File: config.mk
export PLATFORM = sky130hd
export DESIGN_NAME = disp_src_sched
export DESIGN_NICKNAME = d
export VERILOG_FILES = /design/src/rtl/disp_src_sched_pkg.sv /design/src/rtl/sync_edge_detect.sv /design/src/rtl/disp_src_sched.sv
export SDC_FILE = /design/constraint.sdc
export NUM_CORES = 1
export LEC_CHECK = 0
export CAP_MARGIN = 20
export CORE_ASPECT_RATIO = 0.5
export CORE_MARGIN = 2
export CORE_UTILIZATION = 45
export DETAILED_ROUTE_END_ITERATION = 7
export PLACE_DENSITY = 0.71
export SLEW_MARGIN = 20
export SYNTH_ARGS = -nofsm -noshare
export SYNTH_HDL_FRONTEND = slang
export SYNTH_SLANG_ARGS = --single-unit
export TNS_END_PERCENT = 100
File: constraint.sdc
create_clock -name clk -period 3.19 [get_ports clk]
set_input_delay 0.638 -clock clk [delete_from_list [all_inputs] [get_ports clk]]
set_output_delay 0.638 -clock clk [all_outputs]
set_load 0.01 [all_outputs]
File: src/rtl/disp_src_sched_pkg.sv
// rtl/disp_src_sched_pkg.sv - shared state type and default constants for disp_src_sched
package disp_src_sched_pkg;

  typedef enum logic [1:0] {MANUAL, AUTO, HOLD} sched_state_t;

  localparam int DWELL_DEFAULT = 100_000_000;
  localparam int BLANK_DEFAULT = 1_000_000;
  localparam int SYNC_DEFAULT  = 2;

endpackage

File: src/rtl/sync_edge_detect.sv
// rtl/sync_edge_detect.sv - multi-flop synchronizer with registered level and rising-edge outputs
module sync_edge_detect #(
  parameter int STAGES = 2
) (
  input  logic clk,
  input  logic reset_n,
  input  logic din,
  output logic level,
  output logic rise
);

  logic [STAGES-1:0] chain;

  // level/rise are registered once more so every input reaches the FSM at edge k+STAGES+1
  always_ff @(posedge clk or negedge reset_n) begin
    if (!reset_n) begin
      chain <= '0;
      level <= 1'b0;
      rise  <= 1'b0;
    end else begin
      chain <= {chain[STAGES-2:0], din};
      level <= chain[STAGES-1];
      rise  <= chain[STAGES-1] & ~level;
    end
  end

endmodule

File: src/rtl/disp_src_sched.sv
// rtl/disp_src_sched.sv - manual/auto/hold sequencer driving the display-source mux select
// Optional display blanking after each switch is enabled with DISP_SRC_SCHED_BLANK_EN.
module disp_src_sched
  import disp_src_sched_pkg::*;
#(
  parameter int DWELL_CYCLES = DWELL_DEFAULT,
  parameter int BLANK_CYCLES = BLANK_DEFAULT,
  parameter int SYNC_STAGES  = SYNC_DEFAULT
) (
  input  logic clk,
  input  logic reset_n,
  input  logic mode_auto,
  input  logic sel_btn,
  input  logic hold,
  output logic ctrl,
  output logic switch_pulse,
  output logic blank
);

  localparam int CNT_W = $clog2(DWELL_CYCLES);
  localparam logic [CNT_W-1:0] CNT_LAST = CNT_W'(DWELL_CYCLES - 1);

  if (DWELL_CYCLES < 2) begin : g_chk_dwell
    $error("DWELL_CYCLES must be >= 2");
  end
  if (BLANK_CYCLES < 1 || BLANK_CYCLES >= DWELL_CYCLES) begin : g_chk_blank
    $error("BLANK_CYCLES must be >= 1 and < DWELL_CYCLES");
  end
  if (SYNC_STAGES < 2) begin : g_chk_sync
    $error("SYNC_STAGES must be >= 2");
  end

  logic mode_lvl, hold_lvl, press;
  logic unused_mode_rise, unused_hold_rise, unused_sel_level;

  sync_edge_detect #(.STAGES(SYNC_STAGES)) u_sync_mode (
    .clk(clk), .reset_n(reset_n), .din(mode_auto), .level(mode_lvl), .rise(unused_mode_rise)
  );
  sync_edge_detect #(.STAGES(SYNC_STAGES)) u_sync_sel (
    .clk(clk), .reset_n(reset_n), .din(sel_btn), .level(unused_sel_level), .rise(press)
  );
  sync_edge_detect #(.STAGES(SYNC_STAGES)) u_sync_hold (
    .clk(clk), .reset_n(reset_n), .din(hold), .level(hold_lvl), .rise(unused_hold_rise)
  );

  sched_state_t     state, state_nxt;
  logic [CNT_W-1:0] cnt, cnt_nxt;
  logic             toggle;

  // A state transition always wins over a press arriving in the same cycle.
  always_comb begin
    state_nxt = state;
    cnt_nxt   = cnt;
    toggle    = 1'b0;
    if (!mode_lvl) begin
      if (state != MANUAL) begin
        state_nxt = MANUAL;
        cnt_nxt   = '0;
      end else begin
        toggle = press;
      end
    end else begin
      case (state)
        MANUAL: begin
          state_nxt = hold_lvl ? HOLD : AUTO;
          cnt_nxt   = '0;
        end
        AUTO: begin
          if (hold_lvl) begin
            state_nxt = HOLD;
          end else if (press || cnt == CNT_LAST) begin
            toggle  = 1'b1;
            cnt_nxt = '0;
          end else begin
            cnt_nxt = cnt + CNT_W'(1);
          end
        end
        HOLD: begin
          if (!hold_lvl) state_nxt = AUTO;
          else           toggle    = press;
        end
        default: begin
          state_nxt = MANUAL;
          cnt_nxt   = '0;
        end
      endcase
    end
  end

  always_ff @(posedge clk or negedge reset_n) begin
    if (!reset_n) begin
      state        <= MANUAL;
      cnt          <= '0;
      ctrl         <= 1'b0;
      switch_pulse <= 1'b0;
    end else begin
      state        <= state_nxt;
      cnt          <= cnt_nxt;
      ctrl         <= ctrl ^ toggle;
      switch_pulse <= toggle;
    end
  end

`ifdef DISP_SRC_SCHED_BLANK_EN
  localparam int BLK_W = $clog2(BLANK_CYCLES) + 1;
  logic [BLK_W-1:0] blank_left;

  // blank_left counts the cycles still owed after the current one; a new toggle restarts it.
  always_ff @(posedge clk or negedge reset_n) begin
    if (!reset_n) begin
      blank_left <= '0;
      blank      <= 1'b0;
    end else if (toggle) begin
      blank_left <= BLK_W'(BLANK_CYCLES - 1);
      blank      <= 1'b1;
    end else if (blank_left != '0) begin
      blank_left <= blank_left - BLK_W'(1);
    end else begin
      blank <= 1'b0;
    end
  end
`else
  assign blank = 1'b0;
`endif

endmodule

==> results.md, run 1 <==
* TritonCTS Buffers at 5
* Final HPWL DP at roughly 2900 um
* Worst path cell trace: or4_4 > nor4_4 > a31oi_4 > nor2_4 > nor2_1
* Slew Viols, Final at 0
* EDFF count, synth at 0
* Critical Path End Type: flip-flop
* GPL Wtd Cong at between 0.8 and 0.9
* WHS at ~0.35 ns
* Hold depth at 0
* Switch share at 0.315
* Initial Utilization at 0.478
* Pre-CTS WS at between 1 and 1.5 ns
* Cell-internal power at roughly 900 uW
* First-pass GRT wire length at between 7000 and 8000 um
* Clk_lat worst skew at 0.29 ns
* # DRC at 0
* R2R cell count at 5
* DRT Wirelength at 4170 um
* Crit path depth at 5
* Total chip power at about 1.3 mW
* Slowest library cell on the worst path: or4_4
* ANT cells at 0
* I/O Pins at 8
* Clock skew at approximately 0.0036 ns
* Asr flop ratio synth at 1.00
* Hold Crit Start: u_sync_hold.chain[1]
* Largest net degree at the start of global routing at 42
* Initial antenna violation count at 0
* Fin util at 0.523
* GRT Overall Usage at 0.181
* Worst setup margin at approximately 1.0 ns
* Vias in the first global route at approximately 1600
* CP startpoint: cnt[9]
* Final hold vios at 0
* Die height at 52.8 um
* Clock network fraction of design power at 0.329
* Slew HR at 0.396
* Core Footprint at between 4000 and 5000 um2
* Drt first-iter violations at around 220
* Pwr Density at 548 nW/um2
* Top delay family on crit path: simple AND/OR/NAND/NOR gates
* # rows at 17
* Syn. warnings at 0
* Final min period at about 2.1 ns
* Clk slew on worst S/H paths at roughly 0.080 ns
* Die area at approximately 5400 um2
* Post-CTS sizing at 0
* Startpoint types: flip-flop
* Design area at around 2300 um2
* Reg2reg start: cnt[9]
* F_max at about 470 MHz
* Final std cells w/o fill at between 200 and 300
* Nets at between 200 and 250
* Max Used Layer: met4
* GRT overflow at 0
* Synthesis-stage register bit count at 41
* Part of the power in combinational logic at 0.224
* Buf/Inv on CP at 0
* Met3 WL at ~260 um
* Wire per inst at about 14 um
* TritonCTS clock tree: done
* Setup TNS at 0 ns
* LEAKAGE at around 0.95 nW
* Layout cell share with drive strength beyond 1 at 0.0819
* Worst slew pin tran at ~0.91 ns
* ANT nets after route at 0
* TritonRoute pass-1 iters at 4
* Mapped Cells at approximately 230
* Arr. time, crit path at around 2.3 ns
* Synthesized net count at approximately 240
* Port buffer count at 6
* Met2 routed WL at between 1500 and 2000 um
* Worst min path class: flip-flop to flip-flop
* Post-CTS setup buffers at 0
* Max IR drop VDD at between 200 and 300 uV
* P&R area growth vs syn at 9.57%
* Post-DP Area at around 2200 um2
* Vias at roughly 1700
* Cts hold-fix bufs at 0
* Root buffer selected by CTS: clkbuf_8
* Unrepaired setup endpoints after global routing: no
* Met1 Wirelength at ~2000 um
* # H-tree levels at 2
* CTS Sinks at 41
* Sequential area share after synthesis at 0.479
* CP Class: flip-flop to flip-flop
* # setup viols final at 0
* NetSw at 406 uW
* Netlist cell types at 46
* Mean post-synth cell area at approximately 9.5 um2
* Max Fanout on Critical Path at 13
* Final period utilization at 0.672
* Max cap viols at 0
* DR vias/cell at 5.71
* Synth Cell Area at approximately 2100 um2
* Crit path largest cell delay at 0.53 ns
* Die Wd at about 100 um
* Outcome: finished, final reports clean
* Required @ worst endpoint at ~3.4 ns
* Clock Path Buffers at 2
* Reg power frac at 0.447
* Ys flop type: dfrtp_1
* Placed cell count at 290
==> Yosys cell counts (5+ instances only) <==
master | number | area, um2
nand3_1 | 20 | 100
and3_1 | 6 | 37.5
o21ai_0 | 11 | 55.1
dfrtp_1 | 41 | 1030
nand2_1 | 25 | 93.8
nand4_1 | 10 | 62.6
inv_1 | 6 | 22.5
nor2_1 | 16 | 60.1
a21oi_1 | 13 | 65.1
and2_1 | 5 | 31.3
nor4_1 | 5 | 31.3
xor2_1 | 7 | 61.3
==> flip-flops by register name (all words and copies together), names as in the netlist <==
register / cells
ctrl: 1
cnt: 27
u_sync_hold.level: 1
u_sync_mode.level: 1
state: 2
u_sync_sel.level: 1
u_sync_sel.rise: 1
switch_pulse: 1
u_sync_sel.chain: 2
u_sync_hold.chain: 2
u_sync_mode.chain: 2
==> kinds of logic after synthesis <==
group                      count (synthesis)  synth area share
AOI/OAI and AO/OA                         41             0.124
xor gates and xnor gates                  11            0.0449
adders and majority gates                  4            0.0234
buffers and inverters                     15            0.0362
DFF                                       41             0.479
other                                      1           0.00175
and+or+nand+nor                          113             0.291
==> worst paths after layout <==
| path | slack, ns | end |
|---|---|---|
| worst max-delay path | 1.05 | cnt[19] |
| worst min-delay path | 0.35 | u_sync_hold.level |
| worst max register to register | 1.05 | cnt[19] |
| worst min register to register | 0.35 | u_sync_hold.level |
| max in group asynchronous | 2.16 | cnt[5] |
| min in group asynchronous | 0.47 | cnt[26] |
==> layout by cell type, fill, tap and decap left out, types with 2 or more instances in the layout <==
cell	Yosys	final
nand2_1	25	25
nand3_1	20	20
ha_1	4	4
xor2_1	7	7
nand4_1	10	10
a31oi_1	4	4
nand2b_1	4	4
and2_1	5	5
o31ai_1	4	4
o22ai_1	2	2
clkdlybuf4s50_1	0	5
nor2_1	16	16
or3_1	4	4
dfrtp_1	41	41
nor2b_1	2	2
nor3_1	3	3
and4_1	2	2
nor4_1	5	5
o21ai_0	11	11
xnor2_1	4	4
inv_1	6	6
clkbuf_8	0	5
a21oi_1	13	13
and3_1	6	6
==> final cells by class <==
type / instances / area [um2]
clock buffers: 5 / 68.8
clock inverters: 3 / 46.3
fillers: 401 / 2140
inverters: 6 / 22.5
multi-input cells: 170 / 1040
flip-flops and latches: 41 / 1030
well taps: 66 / 82.6
repair buffers: 7 / 62.6
==> power by group through the flow <==
stage          registers [mW]  clock network (mW)  logic, mW
3_3_place_gp            0.582                   0      0.284
6_report                0.574               0.423      0.288
3_5_place_dp            0.584                   0      0.291
5_1_grt                 0.579               0.463      0.330
4_1_cts                 0.574               0.430      0.292
2_1_floorplan           0.581                   0      0.216
==> layer usage <==
| metal | vias to the layer above | track usage |
|---|---|---|
| met5 | - | 0 |
| met4 | 0 | 0.0608 |
| met3 | 5 | 0.0440 |
| met2 | 59 | 0.277 |
| met1 | 820 | 0.251 |
| li1 | 819 | - |
No activity file was read; power rests on OpenSTA's default activity.
==> run 2, diff against run 1 <==
Settings changed: PLACE_DENSITY 0.71 to 0.73.
Clock period 3.19 ns to 1.75 ns, I/O delays scaled along.
==> results.md, run 2 (synthesis gave the netlist of run 1 again) <==
* DR vias/cell at around 5.6
* F_max at just over 500 MHz
* Arr. time, crit path at 2.16 ns
* CP Class: flip-flop to flip-flop
* TritonCTS clock tree: done
* TritonCTS Buffers at 5
* Failing checks: setup timing
* Unrepaired setup endpoints after global routing: yes
* Die Wd at around 100 um
* Clock Path Buffers at 2
* Die height at between 50 and 60 um
* Root buffer selected by CTS: clkbuf_8
* Placed cell count at between 300 and 400
* Initial Utilization at 0.478
* # rows at 17
* GRT overflow at 0
* Clk_lat worst skew at 0.30 ns
* Clock skew at 0.00686 ns
* Vias in the first global route at 1821
* # setup viols final at 28
* Largest net degree at the start of global routing at 24
* Initial antenna violation count at 0
* GRT Overall Usage at 0.215
* Commonest non-fill, non-tap cell in the layout: buf_4
* Worst min path class: input pin to async pin
* # DRC at 0
* Required @ worst endpoint at approximately 1.9 ns
* Final std cells w/o fill at 346
* Final HPWL DP at approximately 3500 um
* DRT Wirelength at 5320 um
* Outcome: finished with violations
* Pre-CTS WS at -0.187 ns
* Die area at 5360 um2
* Clk slew on worst S/H paths at 0.09 ns
* Drt first-iter violations at between 150 and 200
* Pwr Density at ~980 nW/um2
* Vias at 1942
* Core Footprint at approximately 4500 um2
* Area of the multi-input gates at ~1100 um2
* ANT cells at 0
* Nets at roughly 290
* WHS at about 0.0026 ns
* Slew Viols, Final at 0
* Final min period at 1.97 ns
* Cts hold-fix bufs at 0
* Worst setup margin at -0.217 ns
* GPL Wtd Cong at roughly 0.87
* Max Fanout on Critical Path at 13
* Max reg flops at 27
* Fin util at 0.625
* Layout cell share with drive strength beyond 1 at 0.279
* TritonRoute pass-1 iters at 4
* I/O Pins at 8
* Final period utilization at 1.12
* FF/Latch Area at approximately 1000 um2
* P&R area growth vs syn at 30.9%
* Max cap viols at 0
* Slew HR at 0.666
* # H-tree levels at 2
* First-pass GRT wire length at between 8000 and 9000 um
* Fill cells at between 300 and 400
* Port buffer count at 6
* Final hold vios at 0
* Worst slew pin tran at between 0.4 and 0.5 ns
* Most frequent cells in the layout: 43 x buf_4, 41 x dfrtp_1, 25 x nand2_1
* Critical Path End Type: flip-flop
* Largest Register: cnt
* LEAKAGE at between 1 and 1.5 nW
* ANT nets after route at 0
* Startpoint types: flip-flop
* Wire per inst at between 15 and 20 um
* CTS Sinks at 41
* Max IR drop VDD at around 660 uV
## run 2: timing repair
| item | in CTS | in global routing |
|---|---|---|
| gates resized for setup | 8 | 18 |
| pin swaps | 9 | 10 |
| cloned | 1 | 0 |
| setup endpoints to repair | 28 | 31 |
| buffers inserted | 3 | 6 |
## run 2: final cells by class
| cell class | count | share of cell area |
|---|---|---|
| Clock buffer | 5 | 0.0245 |
| Clock inverter | 3 | 0.0103 |
| Inverter | 6 | 0.00803 |
| Multi-Input combinational cell | 171 | 0.404 |
| Sequential cell | 41 | 0.366 |
| Tap cell | 66 | 0.0294 |
| Timing Repair Buffer | 54 | 0.158 |
## run 2: worst paths after layout
check	cells past startpoint	startpoint	slack, ns	end
worst max-delay path	6	cnt[11]	-0.22	cnt[16]
worst min-delay path	1	reset_n	0.003	u_sync_hold.level
worst max register to register	6	cnt[11]	-0.22	cnt[16]
worst min register to register	0	u_sync_mode.chain[0]	0.35	u_sync_mode.chain[1]
max in group asynchronous	2	reset_n	1.20	cnt[18]
min in group clk	0	u_sync_mode.chain[0]	0.35	u_sync_mode.chain[1]
## run 2: routing by layer
metal | routed length [um] | track usage
met5 | 0 | 0
met4 | 62 | 0.0676
met3 | 368 | 0.0573
met2 | 2390 | 0.319
met1 | 2500 | 0.307
## run 2: stage by stage
step	power, mW	area, um2	setup TNS [ns]
floorplan	1.46	2150	-1.95
global placement	1.76	2530	-3.06
detailed placement	1.80	2530	-4.28
CTS	2.52	2690	-3.80
global route	2.90	2810	-6.31
finish	2.75	2810	-4.73
## run 2: power by group
group          internal, mW  leakage (nW)  total, mW  switching (mW)
Clock                 0.301        0.0511      0.679           0.378
Sequential            0.999         0.546       1.04          0.0421
Combinational         0.511         0.615       1.03           0.516
Total                  1.81          1.21       2.75           0.936
## run 2: worst max-delay path, cell delays in order (launching register included)
cell and delay (ns):
dfrtp_1 0.41, or4_4 0.55, nor4_4 0.33, a31oi_4 0.20
nor2_4 0.17, buf_12 0.14, nor2_1 0.05
==> run 3, diff against run 2 <==
Settings changed: CORE_UTILIZATION 45 to 30, PLACE_DENSITY 0.73 to 0.56.
==> results.md, run 3 (synthesis gave the netlist of run 1 again) <==
* Outcome: finished with violations
* Failing checks: setup timing
* Die area at about 7900 um2
* GPL Wtd Cong at slightly below 0.9
* Drt first-iter violations at between 90 and 100
* Max reg flops at 27
* CP endpoint: cnt[22]
* Reg power frac at 0.349
* TritonCTS Buffers at 5
* Unrepaired setup endpoints after global routing: yes
* GRT Overall Usage at 0.150
* Die Wd at 124 um
* Max cap viols at 0
* Critical Path End Type: flip-flop
* Slowest library cell on the worst path: or4bb_1
* Placed cell count at between 300 and 400
* Clk slew on worst S/H paths at about 0.060 ns
* Vias at just under 2000
* Worst setup margin at -0.170 ns
* R2R setup slack at -0.17 ns
* Design area at between 3000 and 4000 um2
* Part of the power in combinational logic at 0.296
* RR Endpoint: cnt[22]
* DR vias/cell at approximately 5
* Largest Register: cnt
* TritonRoute pass-1 iters at 4
* Clk_lat worst skew at roughly 0.29 ns
* Crit path depth at 7
* F_max at between 500 and 600 MHz
* FF/Latch Area at around 1000 um2
* # setup viols final at 27
* Met2 routed WL at 2380 um
* Commonest non-fill, non-tap cell in the layout: buf_4
* Startpoint types: flip-flop
* Buf/Inv on CP at 2
* Max IR drop VDD at 434 uV
* Final hold vios at 0
* NetSw at 895 uW
* Pwr Density at 985 nW/um2
* CTS Sinks at 41
* Top delay family on crit path: simple AND/OR/NAND/NOR gates
* Clock skew at ~0.0067 ns
* # rows at 21
* Area of the multi-input gates at between 1000 and 1500 um2
* ANT nets after route at 0
* Nets at 292
* Met3 WL at 276 um
* Largest net degree at the start of global routing at 25
* Slew HR at 0.661
* Core Footprint at about 7000 um2
* ANT cells at 0
* CP Class: flip-flop to flip-flop
* Worst slew pin tran at approximately 0.51 ns
* P&R area growth vs syn at 40.6%
* CP startpoint: cnt[8]
* Initial Utilization at 0.315
* Slew Viols, Final at 0
* Max Used Layer: met4
* Die height at about 64 um
* Fill cells at about 640
* Clock network fraction of design power at 0.355
* Cell-internal power at slightly above 2 mW
* Total chip power at 2.97 mW
* Layout cell share with drive strength beyond 1 at 0.335
* # DRC at 0
* Pre-CTS WS at -0.181 ns
* Fin util at 0.443
* Final HPWL DP at around 3800 um
* Arr. time, crit path at 2.08 ns
* Required @ worst endpoint at ~1.9 ns
* DRT Wirelength at 5430 um
* WHS at between 0.004 and 0.005 ns
* Final period utilization at 1.10
* GRT overflow at 0
* Switch share at 0.302
* First-pass GRT wire length at ~9100 um
* TritonCTS clock tree: done
* Met1 Wirelength at between 2000 and 3000 um
* Worst min path class: input pin to async pin
* Initial antenna violation count at 0
* R2R cell count at 7
* Port buffer count at 6
* Final std cells w/o fill at roughly 380
* Clock Path Buffers at 2
* I/O Pins at 8
* Worst path cell trace: or4bb_1 > nor4_4 > buf_4 > a31oi_4 > nor2_4 > buf_12 > a21oi_1
* Post-DP Area at roughly 2600 um2
* Vias in the first global route at around 1900
* # H-tree levels at 2
* Root buffer selected by CTS: clkbuf_16
* Setup TNS at -3.45 ns
* Cts hold-fix bufs at 0
* Wire per inst at around 14 um
* Crit path largest cell delay at 0.52 ns
* Max Fanout on Critical Path at 13
* Most frequent cells in the layout: 46 x buf_4, 40 x dfrtp_1, 25 x nand2_1
* LEAKAGE at about 1.3 nW
* Reg2reg start: cnt[8]
* Final min period at a little under 2 ns
## run 3: metal layers
metal	global-route usage	vias to the layer above
li1	-	929
met5	0	-
met2	0.219	51
met3	0.0348	7
met1	0.219	936
met4	0.0469	0
## run 3: power by group through the flow
stage	clock network (mW)	logic (mW)	registers, mW
6_report	1.05	0.878	1.04
2_1_floorplan	0	0.399	1.06
3_3_place_gp	0	0.734	1.05
5_1_grt	1.12	0.964	1.05
3_5_place_dp	0	0.759	1.05
4_1_cts	1.07	0.830	1.03
## run 3: how the worst min path moves through the flow
stage,startpoint,endpoint,slack (ns),cells after the start
global route,reset_n,cnt[22],0.04,1
finish,reset_n,u_sync_sel.chain[0],0.004,1
global placement,reset_n,u_sync_sel.chain[0],0.32,1
detailed placement,reset_n,u_sync_sel.chain[0],0.32,1
CTS,reset_n,u_sync_sel.chain[0],0.02,1
floorplan,reset_n,cnt[0],0.05,0
## run 3: final cells by class
class,instances,share of cell area
Clock buffer,5,0.0415
Sequential cell,41,0.341
Tap cell,92,0.0382
Timing Repair Buffer,57,0.157
Inverter,6,0.00747
Multi-Input combinational cell,172,0.399
Clock inverter,3,0.0154
## run 3: timing repair
item,in CTS,in global routing
buffers inserted,2,1
endpoints found under the setup margin,28,31
resized for setup,13,22
pin swaps,8,10
gates cloned,2,0
